$ cat src/rtl/decoder_scan_n_if.sv
// Bus bundle for decoder_scan_n: enables, mode, select handshake, scan prescale and decoded outputs.
interface decoder_scan_n_if #(
  parameter int SEL_W   = 3,
  parameter int PRESC_W = 8
);
  localparam int OUT_W = 2**SEL_W;

  logic               g1_i;
  logic               g2a_i;
  logic               g2b_i;
  logic               mode_i;
  logic [SEL_W-1:0]   select_i;
  logic               load_valid_i;
  logic               load_ready_o;
  logic [PRESC_W-1:0] presc_i;
  logic [OUT_W-1:0]   outputs_o;
  logic [SEL_W-1:0]   index_o;
  logic               wrap_o;

  modport master (
    output g1_i, g2a_i, g2b_i, mode_i, select_i, load_valid_i, presc_i,
    input  load_ready_o, outputs_o, index_o, wrap_o
  );

  modport slave (
    input  g1_i, g2a_i, g2b_i, mode_i, select_i, load_valid_i, presc_i,
    output load_ready_o, outputs_o, index_o, wrap_o
  );
endinterface

$ cat src/rtl/decoder_scan_n.sv
// Registered SEL_W-to-2^SEL_W active-low decoder with 74138 enables, direct load and auto-scan.
// Optional DECODER_SCAN_BLANK_EN: one all-ones blanking cycle on every scan advance.
module decoder_scan_n_lane #(
  parameter int SEL_W = 3,
  parameter int LANE  = 0
) (
  input  logic             clk_i,
  input  logic             rst_ni,
  input  logic             drive_d,
  input  logic [SEL_W-1:0] idx_d,
  output logic             line_o
);
  logic line_q;

  always_ff @(posedge clk_i or negedge rst_ni) begin
    if (!rst_ni) line_q <= 1'b1;
    else         line_q <= ~(drive_d && (idx_d == SEL_W'(LANE)));
  end

  assign line_o = line_q;
endmodule

module decoder_scan_n #(
  parameter int SEL_W   = 3,
  parameter int PRESC_W = 8
) (
  input  logic           clk_i,
  input  logic           rst_ni,
  decoder_scan_n_if.slave bus
);
  localparam int OUT_W = 2**SEL_W;

  typedef enum logic [1:0] {IDLE, DIRECT, SCAN} state_e;

  state_e             state_q, state_d;
  logic [SEL_W-1:0]   index_q, index_d;
  logic [PRESC_W-1:0] cnt_q, cnt_d;
  logic               wrap_q, wrap_d;
  logic               en, ready, xfer, scan_entry, scan_stay, term, advance;
  logic               blank_q, blank_now, drive_d;
  logic [OUT_W-1:0]   lines;

  assign en = bus.g1_i & ~bus.g2a_i & ~bus.g2b_i;

  always_ff @(posedge clk_i or negedge rst_ni) begin
    if (!rst_ni) state_q <= IDLE;
    else         state_q <= state_d;
  end

  // Disable beats mode; otherwise mode alone picks the destination.
  always_comb begin
    state_d = state_q;
    if (!en)
      state_d = IDLE;
    else
      case (state_q)
        IDLE, DIRECT, SCAN: state_d = bus.mode_i ? SCAN : DIRECT;
        default:            state_d = IDLE;
      endcase
  end

  always_comb begin
    ready = (state_q != SCAN);
  end

  assign xfer       = bus.load_valid_i & ready;
  assign scan_entry = (state_d == SCAN) && (state_q != SCAN);
  assign scan_stay  = (state_d == SCAN) && (state_q == SCAN);
  assign term       = (cnt_q >= bus.presc_i);
  assign advance    = scan_stay && !blank_q && term;

  always_comb begin
    index_d = index_q;
    cnt_d   = '0;
    wrap_d  = 1'b0;
    if (xfer) index_d = bus.select_i;
    if (scan_entry) begin
      index_d = '0;
    end else if (advance) begin
      index_d = index_q + 1'b1;
      wrap_d  = &index_q;
    end else if (scan_stay && !blank_q) begin
      cnt_d = cnt_q + 1'b1;
    end
  end

  always_ff @(posedge clk_i or negedge rst_ni) begin
    if (!rst_ni) begin
      index_q <= '0;
      cnt_q   <= '0;
      wrap_q  <= 1'b0;
    end else begin
      index_q <= index_d;
      cnt_q   <= cnt_d;
      wrap_q  <= wrap_d;
    end
  end

`ifdef DECODER_SCAN_BLANK_EN
  // Blank cycle: index already advanced, lines dark, prescaler paused.
  always_ff @(posedge clk_i or negedge rst_ni) begin
    if (!rst_ni) blank_q <= 1'b0;
    else         blank_q <= advance;
  end
  assign blank_now = advance;
`else
  assign blank_q   = 1'b0;
  assign blank_now = 1'b0;
`endif

  assign drive_d = (state_d != IDLE) && !blank_now;

  for (genvar i = 0; i < OUT_W; i++) begin : g_lane
    decoder_scan_n_lane #(.SEL_W(SEL_W), .LANE(i)) u_lane (
      .clk_i  (clk_i),
      .rst_ni (rst_ni),
      .drive_d(drive_d),
      .idx_d  (index_d),
      .line_o (lines[i])
    );
  end

  assign bus.outputs_o    = lines;
  assign bus.index_o      = index_q;
  assign bus.wrap_o       = wrap_q;
  assign bus.load_ready_o = ready;
endmodule

$ cat src/flat_wrapper.sv
// flat-port wrapper written by rule: the top's interface ports become plain ports
module decoder_scan_n_flat 
#(
  parameter int SEL_W   = 3,
  parameter int PRESC_W = 8
)
  (clk_i, rst_ni, bus_g1_i, bus_g2a_i, bus_g2b_i, bus_mode_i, bus_select_i, bus_load_valid_i, bus_presc_i, bus_load_ready_o, bus_outputs_o, bus_index_o, bus_wrap_o);
  decoder_scan_n_if #(.SEL_W(SEL_W), .PRESC_W(PRESC_W)) bus_i ();
  input  logic clk_i;
  input  logic rst_ni;
  input wire logic [$bits(bus_i.g1_i)-1:0] bus_g1_i;
  input wire logic [$bits(bus_i.g2a_i)-1:0] bus_g2a_i;
  input wire logic [$bits(bus_i.g2b_i)-1:0] bus_g2b_i;
  input wire logic [$bits(bus_i.mode_i)-1:0] bus_mode_i;
  input wire logic [$bits(bus_i.select_i)-1:0] bus_select_i;
  input wire logic [$bits(bus_i.load_valid_i)-1:0] bus_load_valid_i;
  input wire logic [$bits(bus_i.presc_i)-1:0] bus_presc_i;
  output wire logic [$bits(bus_i.load_ready_o)-1:0] bus_load_ready_o;
  output wire logic [$bits(bus_i.outputs_o)-1:0] bus_outputs_o;
  output wire logic [$bits(bus_i.index_o)-1:0] bus_index_o;
  output wire logic [$bits(bus_i.wrap_o)-1:0] bus_wrap_o;
  assign bus_i.g1_i = bus_g1_i;
  assign bus_i.g2a_i = bus_g2a_i;
  assign bus_i.g2b_i = bus_g2b_i;
  assign bus_i.mode_i = bus_mode_i;
  assign bus_i.select_i = bus_select_i;
  assign bus_i.load_valid_i = bus_load_valid_i;
  assign bus_i.presc_i = bus_presc_i;
  assign bus_load_ready_o = bus_i.load_ready_o;
  assign bus_outputs_o = bus_i.outputs_o;
  assign bus_index_o = bus_i.index_o;
  assign bus_wrap_o = bus_i.wrap_o;
  decoder_scan_n #(.SEL_W(SEL_W), .PRESC_W(PRESC_W)) u_core (.clk_i(clk_i), .rst_ni(rst_ni), .bus(bus_i));
endmodule
$ cat config.mk
export PLATFORM = sky130hd
export DESIGN_NAME = decoder_scan_n_flat
export DESIGN_NICKNAME = d
export VERILOG_FILES = /design/src/rtl/decoder_scan_n_if.sv /design/src/rtl/decoder_scan_n.sv /design/src/flat_wrapper.sv
export SDC_FILE = /design/constraint.sdc
export NUM_CORES = 1
export LEC_CHECK = 0
export CAP_MARGIN = 20
export CELL_PAD_IN_SITES_DETAIL_PLACEMENT = 1
export CELL_PAD_IN_SITES_GLOBAL_PLACEMENT = 1
export CORE_MARGIN = 2
export CORE_UTILIZATION = 36
export CTS_BUF_LIST = sky130_fd_sc_hd__clkbuf_4
export DETAILED_ROUTE_END_ITERATION = 16
export PLACE_DENSITY = 0.85
export SLEW_MARGIN = 20
export SYNTH_ARGS = -nofsm -noshare
export SYNTH_HDL_FRONTEND = slang
export SYNTH_SLANG_ARGS = --single-unit
$ cat constraint.sdc
create_clock -name clk_i -period 1.9 [get_ports clk_i]
set_clock_uncertainty 0.15 [all_clocks]
set_input_delay 0.38 -clock clk_i [delete_from_list [all_inputs] [get_ports clk_i]]
set_output_delay 0.38 -clock clk_i [all_outputs]
set_load 0.1 [all_outputs]
* Word-level counts from Yosys, hierarchy flattened *
Index checks and enable logic that the tools add are counted.

cells by class
  reduce and logical (&&, ||, !) cells = 16
  add/subtract/negate cells = 2
  equality and inequality tests = 11
  bitwise gates (word level) = 13
  $lt $le $gt $ge = 1
  mux-type cells = 11

operator list
  cell                                                 number
  two-way mux 8 bit                                    3
  equality test 3 bit, second input constant           4
  logical AND 1 bit                                    11
  NOT 1 bit                                            10
  two-way mux 3 bit                                    3
  adder 8 x 1 -> 8 bit, second input constant          1
  greater-or-equal comparator 8 bit                    1
  equality test 3 x 2 -> 1 bit, second input constant  2
  two-way mux 2 bit                                    3
  equality test 2 bit, second input constant           2
  adder 3 x 1 -> 3 bit, second input constant          1
  AND 1 bit                                            3
  equality test 3 x 1 -> 1 bit, second input constant  1
  zero test 3 bit                                      1
  AND reduction 3 bit                                  1
  OR reduction 3 bit                                   1
  equality test 2 x 1 -> 1 bit, second input constant  1
  zero test 2 bit                                      1
  two-way mux 1 bit                                    2
  inequality test 2 bit, second input constant         1
  nonzero test 2 bit                                   1

storage, ports and cells
  input port bits = 18
  flip-flop bits (word level) = 22
  logic and storage cells = 66
  output and inout port bits = 13

* Logic depth before layout (Yosys ltp) *
  word-level depth = 12
  mapped depth = 9
  mapped depth without buffers = 9

* Cells and area by module *
Synthesis repeated with hierarchy kept, for this count alone.

second synthesis, totals
  cell total of the unflattened synthesis = 108
  area, all modules = 1199.9 um^2

by module, submodules not included
  module                                              times used  area each (um^2)  sequential area each (um^2)  cells each
  decoder_scan_n                                      1           913.4             350.3                        92
  decoder_scan_n_lane at u_core.g_lane[1].u_lane ...  3           37.5              26.3                         2
  decoder_scan_n_lane at u_core.g_lane[3].u_lane ...  3           35.0              26.3                         2
  decoder_scan_n_lane at u_core.g_lane[0].u_lane      1           36.3              26.3                         2
  decoder_scan_n_lane at u_core.g_lane[7].u_lane      1           32.5              26.3                         2

* Worst setup path after synthesis *
Ideal clock, no wire load.

  path type = reg-to-reg
  start point = register u_core.index_q[0] (netlist: u_core.bus.index_o[0])
  end point = register u_core.g_lane[0].u_lane.line_q
  arrival = 1997 ps
  required time = 1654 ps
  setup slack = -343 ps
  clock period less this slack = 2243 ps
  buffers on the path = 0
  cell stages (with the launch flop) = 7
  setup time = 96 ps
  cells stage by stage = dfrtp_1 > ha_1 > ha_1 > and2_1 > o21ai_1 > nor3b_2 > nand3_1

on the way
  cells in the longest elaborated chain, start to end = 6
  elaborated cells on any way between the ends = 7
  classes of those cells = 1 x add/sub; 3 x mux; 1 x bitwise; 2 x reduce/logical

RTL lines
  what                                                              line                                        source
  start: declaration                                                decoder_scan_n.sv:36                        logic [SEL_W-1:0] index_q, index_d;
  start signal: assignment                                          decoder_scan_n.sv:93                        index_q <= index_d;
  adder 3 x 1 -> 3 bit / two-way mux 3 bit (equally long branches)  decoder_scan_n.sv:80, decoder_scan_n.sv:76
  two-way mux 3 bit (*)                                             decoder_scan_n.sv:79                        end else if (advance) begin
  two-way mux 3 bit (*)                                             decoder_scan_n.sv:77                        if (scan_entry) begin
  zero test 3 bit (*)                                               decoder_scan_n.sv:17                        else line_q <= ~(drive_d && (idx_d == SEL_W'(LANE)));
  logical AND 1 bit (*)                                             decoder_scan_n.sv:17
  NOT 1 bit (*)                                                     decoder_scan_n.sv:17
  end signal: assignment                                            decoder_scan_n.sv:17
  end: declaration                                                  decoder_scan_n.sv:13                        logic line_q;

Every way passes the cells marked *; elsewhere a longest branch is shown, timed or not.

* Worst setup path in the final report *
  start point = input bus_presc_i[4]
  end point = register u_core.g_lane[6].u_lane.line_q

on the way
  cells in the longest elaborated chain, start to end = 7

RTL lines
  what                                  line                  source
  start: declaration                    flat_wrapper.sv:17    input wire logic [$bits(bus_i.presc_i)-1:0] bus_presc_i;
  greater-or-equal comparator 8 bit     decoder_scan_n.sv:69  assign term = (cnt_q >= bus.presc_i);
  logical AND 1 bit                     decoder_scan_n.sv:70  assign advance = scan_stay && !blank_q && term;
  two-way mux 3 bit                     decoder_scan_n.sv:79
  two-way mux 3 bit                     decoder_scan_n.sv:77
  net u_core.g_lane[0].u_lane.idx_d[1]  decoder_scan_n.sv:10  input logic [SEL_W-1:0] idx_d,
  equality test 3 bit                   decoder_scan_n.sv:17
  logical AND 1 bit                     decoder_scan_n.sv:17
  NOT 1 bit                             decoder_scan_n.sv:17
  end signal: assignment                decoder_scan_n.sv:17
  end: declaration                      decoder_scan_n.sv:13

The timed path passes the listed nets, and every way through them passes these cells.

==> out/metrics.csv <==
stage,metric,value,unit
sta,slew_headroom,0.7380,
yosys,synthArstFlopShare,1.000,
floorplanning,die_area,4208,um^2
power,vdd_drop_max,214.6,uV
global_routing,grtUsageTotal,0.2264,
sta,fin_crit,2247,ps
worst_setup_path,timing.rr.end,u_core.g_lane[6].u_lane.line_o,
cts,cts_max_path_buffers,2,
yosys,syn_inst,128,
yosys,synth_area_per_cell,10.42,um^2
sta,grt_setup_unrepaired,true,
global_routing,antenna_found_initial,0,
power,power.density,472.7,nW/um^2
sta,finalHoldViolations,0,
finish,antennaDiodeCount,0,
sta,drv_slew,0,
detailed_routing,postRouteAntennaNets,0,
worst_setup_path,max_stage_delay,490,ps
yosys,yosys_most_used_dff,dfrtp_1,
placement,place_hpwl,3040,um
worst_setup_path,cp-end-kind,register,
detailed_routing,drc,0,
yosys,yosysTopAreaCell,dfrtp_1,
detailed_routing,viasPerCell,5.263,
global_routing,grt_pass1_wl,6934,um
worst_setup_path,cp.required,2030,ps
min_path,hp-class,input port to async pin,
finish,area_delta_synth_final,66.14,%
cts,ctsHtreeMaxLevel,1,
cts,cts.sinks,22,
finish,fin_util,0.6145,
yosys,synth_edf_count,0,
sta,fin_crit_sh,1.182,
yosys,yosysUniqueCellTypes,38,
detailed_routing,vias,1200,
sta,layout_setup_ws,-346.6,ps
floorplanning,die_w,64.87,um
sta,setup_viol,12,
run_status,violations,setup timing,
run_status,status,finished with violations,
cts,cts_tree,built,
yosys,yosysSeqAreaShare,0.4203,
finish,num-nets-final,210,
global_routing,grt_pass1_vias,1345,
sta,tightest_slew,389.4,ps
finish,layout_common_cells,"buf_4, buf_12, dfrtp_1",
worst_setup_path,startpoint_type,input port,
placement,place_ws,-808.4,ps
detailed_routing,routed_wirelength,4462,um
worst_setup_path,path_class,input port to register,
finish,layout_commonest_cell,buf_4,
cts,root_buffer,clkbuf_4,
global_routing,grt_start_max_net_pins,23,
placement,gp_congestion,0.7940,
worst_setup_path,r2r-start,u_core.cnt_q[1],
floorplanning,start_util,0.3699,
worst_setup_path,crit_chain,clkdlybuf4s50_1 -> inv_2 -> ha_4 -> nand4_4 -> a311o_2 -> nand2_4 -> mux2i_4 -> inv_4 -> nand3_2,
yosys,ys_ff_latch,22,
yosys,synth_nets,157,
floorplanning,die_y,64.87,um
finish,drive_gt1_frac,0.5944,
cts,clk_latency,330,ps
detailed_routing,routedWlPerCell,19.57,um
yosys,ys_top_cells_by_area,"dfrtp_1, dfstp_2, ha_1, nand3_1, buf_4",
worst_setup_path,crit_slowest_cell,clkdlybuf4s50_1,
yosys,synth_top_area_frac,0.2627,
worst_setup_path,worst-path-max-fanout,5,
power,p_leak,0.9584,nW
sta,fmax,445.1,MHz
floorplanning,core_area,3606,um^2
cts,path_clk_slew,120,ps
floorplanning,io_pins,31,
global_routing,grt_overflow_total,0,
worst_setup_path,reg2reg_depth,8,
yosys,yosysWarnings,0,
placement,numPortBuffers,30,
power,total_power,0.001047,W
floorplanning,num_rows,22,
cts,cts_buffers,3,
worst_setup_path,reg2reg_slack,-340,ps
yosys,syn_area,1334,um^2
cts,hold_buffers,0,
detailed_routing,dr.pass1.iters,4,
worst_setup_path,arrival,2370,ps
run,maxCapViolCount,0,
detailed_routing,drt_iter0_markers,51,
## sequential cells by signal (all words and copies together), names as in the netlist
signal and flops:
u_core.g_lane.u_lane.line_o 8, u_core.state_q 2, u_core.cnt_q 8, u_core.bus.wrap_o 1, u_core.bus.index_o 3
## power breakdown
part	switching [W]	total [W]	internal [W]
Sequential	0.0000120	0.000495	0.000483
Combinational	0.000186	0.000321	0.000135
Clock	0.000154	0.000232	0.0000773
## cells in the mapped netlist (2+ instances only)
cell and number:
and2_1 3, and3_2 2, ha_1 11, buf_4 8, dfrtp_1 14, a21oi_1 2, inv_2 3, nand3_1 14
nand2_1 8, a21boi_0 2, nor2_1 9, dfstp_2 8, inv_1 9, and3_1 5, xor2_1 5, o21ai_1 3
## through the flow
| step | hold slack (ps) | TNS [ps] | instance area [um^2] | cells |
|---|---|---|---|---|
| after global routing | 262.6 | -4199 | 2216 | 228 |
| after CTS | 251.2 | -3381 | 2165 | 225 |
| final | 238.6 | -3510 | 2216 | 228 |
| after floorplan | -65.59 | -1350 | 1396 | 128 |
| after detailed placement | 413.6 | -11980 | 1962 | 216 |
| after global placement | 401.5 | -10110 | 1962 | 216 |
## area by class of cell
type | count | area (um^2)
fillers | 388 | 1390
clock buffers | 3 | 22.52
well taps | 48 | 60.06
clock inverters | 1 | 3.754
repair buffers | 56 | 636.9
flip-flops and latches | 22 | 564.3
multi-input cells | 86 | 880.8
inverters | 12 | 47.55
## logic make-up after synthesis
| group | after synthesis | synth area share |
|---|---|---|
| fa+ha+maj | 11 | 0.1032 |
| compound gates | 16 | 0.1107 |
| simple gates | 52 | 0.2373 |
| mux | 1 | 0.01032 |
| flops | 22 | 0.4203 |
| xor+xnor | 6 | 0.03940 |
| buf+inv | 20 | 0.07880 |
## worst max-delay path, delay by kind of cell
family          cells  cell delay [ps]
buf+inv             3              650
compound gates      1              430
mux                 1              340
simple gates        3              300
fa+ha+maj           1              260
## routing by layer
metal	up-vias	wire, um	GRT usage
met5	-	0	0
met4	0	232	0.1516
met3	21	139	0.02083
met2	43	2400	0.4111
met1	593	1690	0.2478
li1	543	-	-
## timing repair
action / 4_1_cts / 5_1_grt
resized for setup: 30 / 12
endpoints found under the setup margin: 19 / 19
pin swaps: 16 / 21
buffers inserted: 5 / 4
## worst max path at each step
stage / to / slack, ps / from
final: u_core.g_lane[6].u_lane.line_o / -350 / bus_presc_i[4]
after global routing: u_core.g_lane[4].u_lane.line_o / -390 / u_core.cnt_q[1]
after CTS: u_core.g_lane[6].u_lane.line_o / -360 / u_core.cnt_q[1]
after detailed placement: u_core.g_lane[2].u_lane.line_o / -810 / bus_presc_i[7]
after global placement: u_core.g_lane[6].u_lane.line_o / -670 / bus_presc_i[1]
after floorplan: u_core.bus.index_o[1] / -150 / u_core.cnt_q[1]
Power figures use the tool's default switching activity.
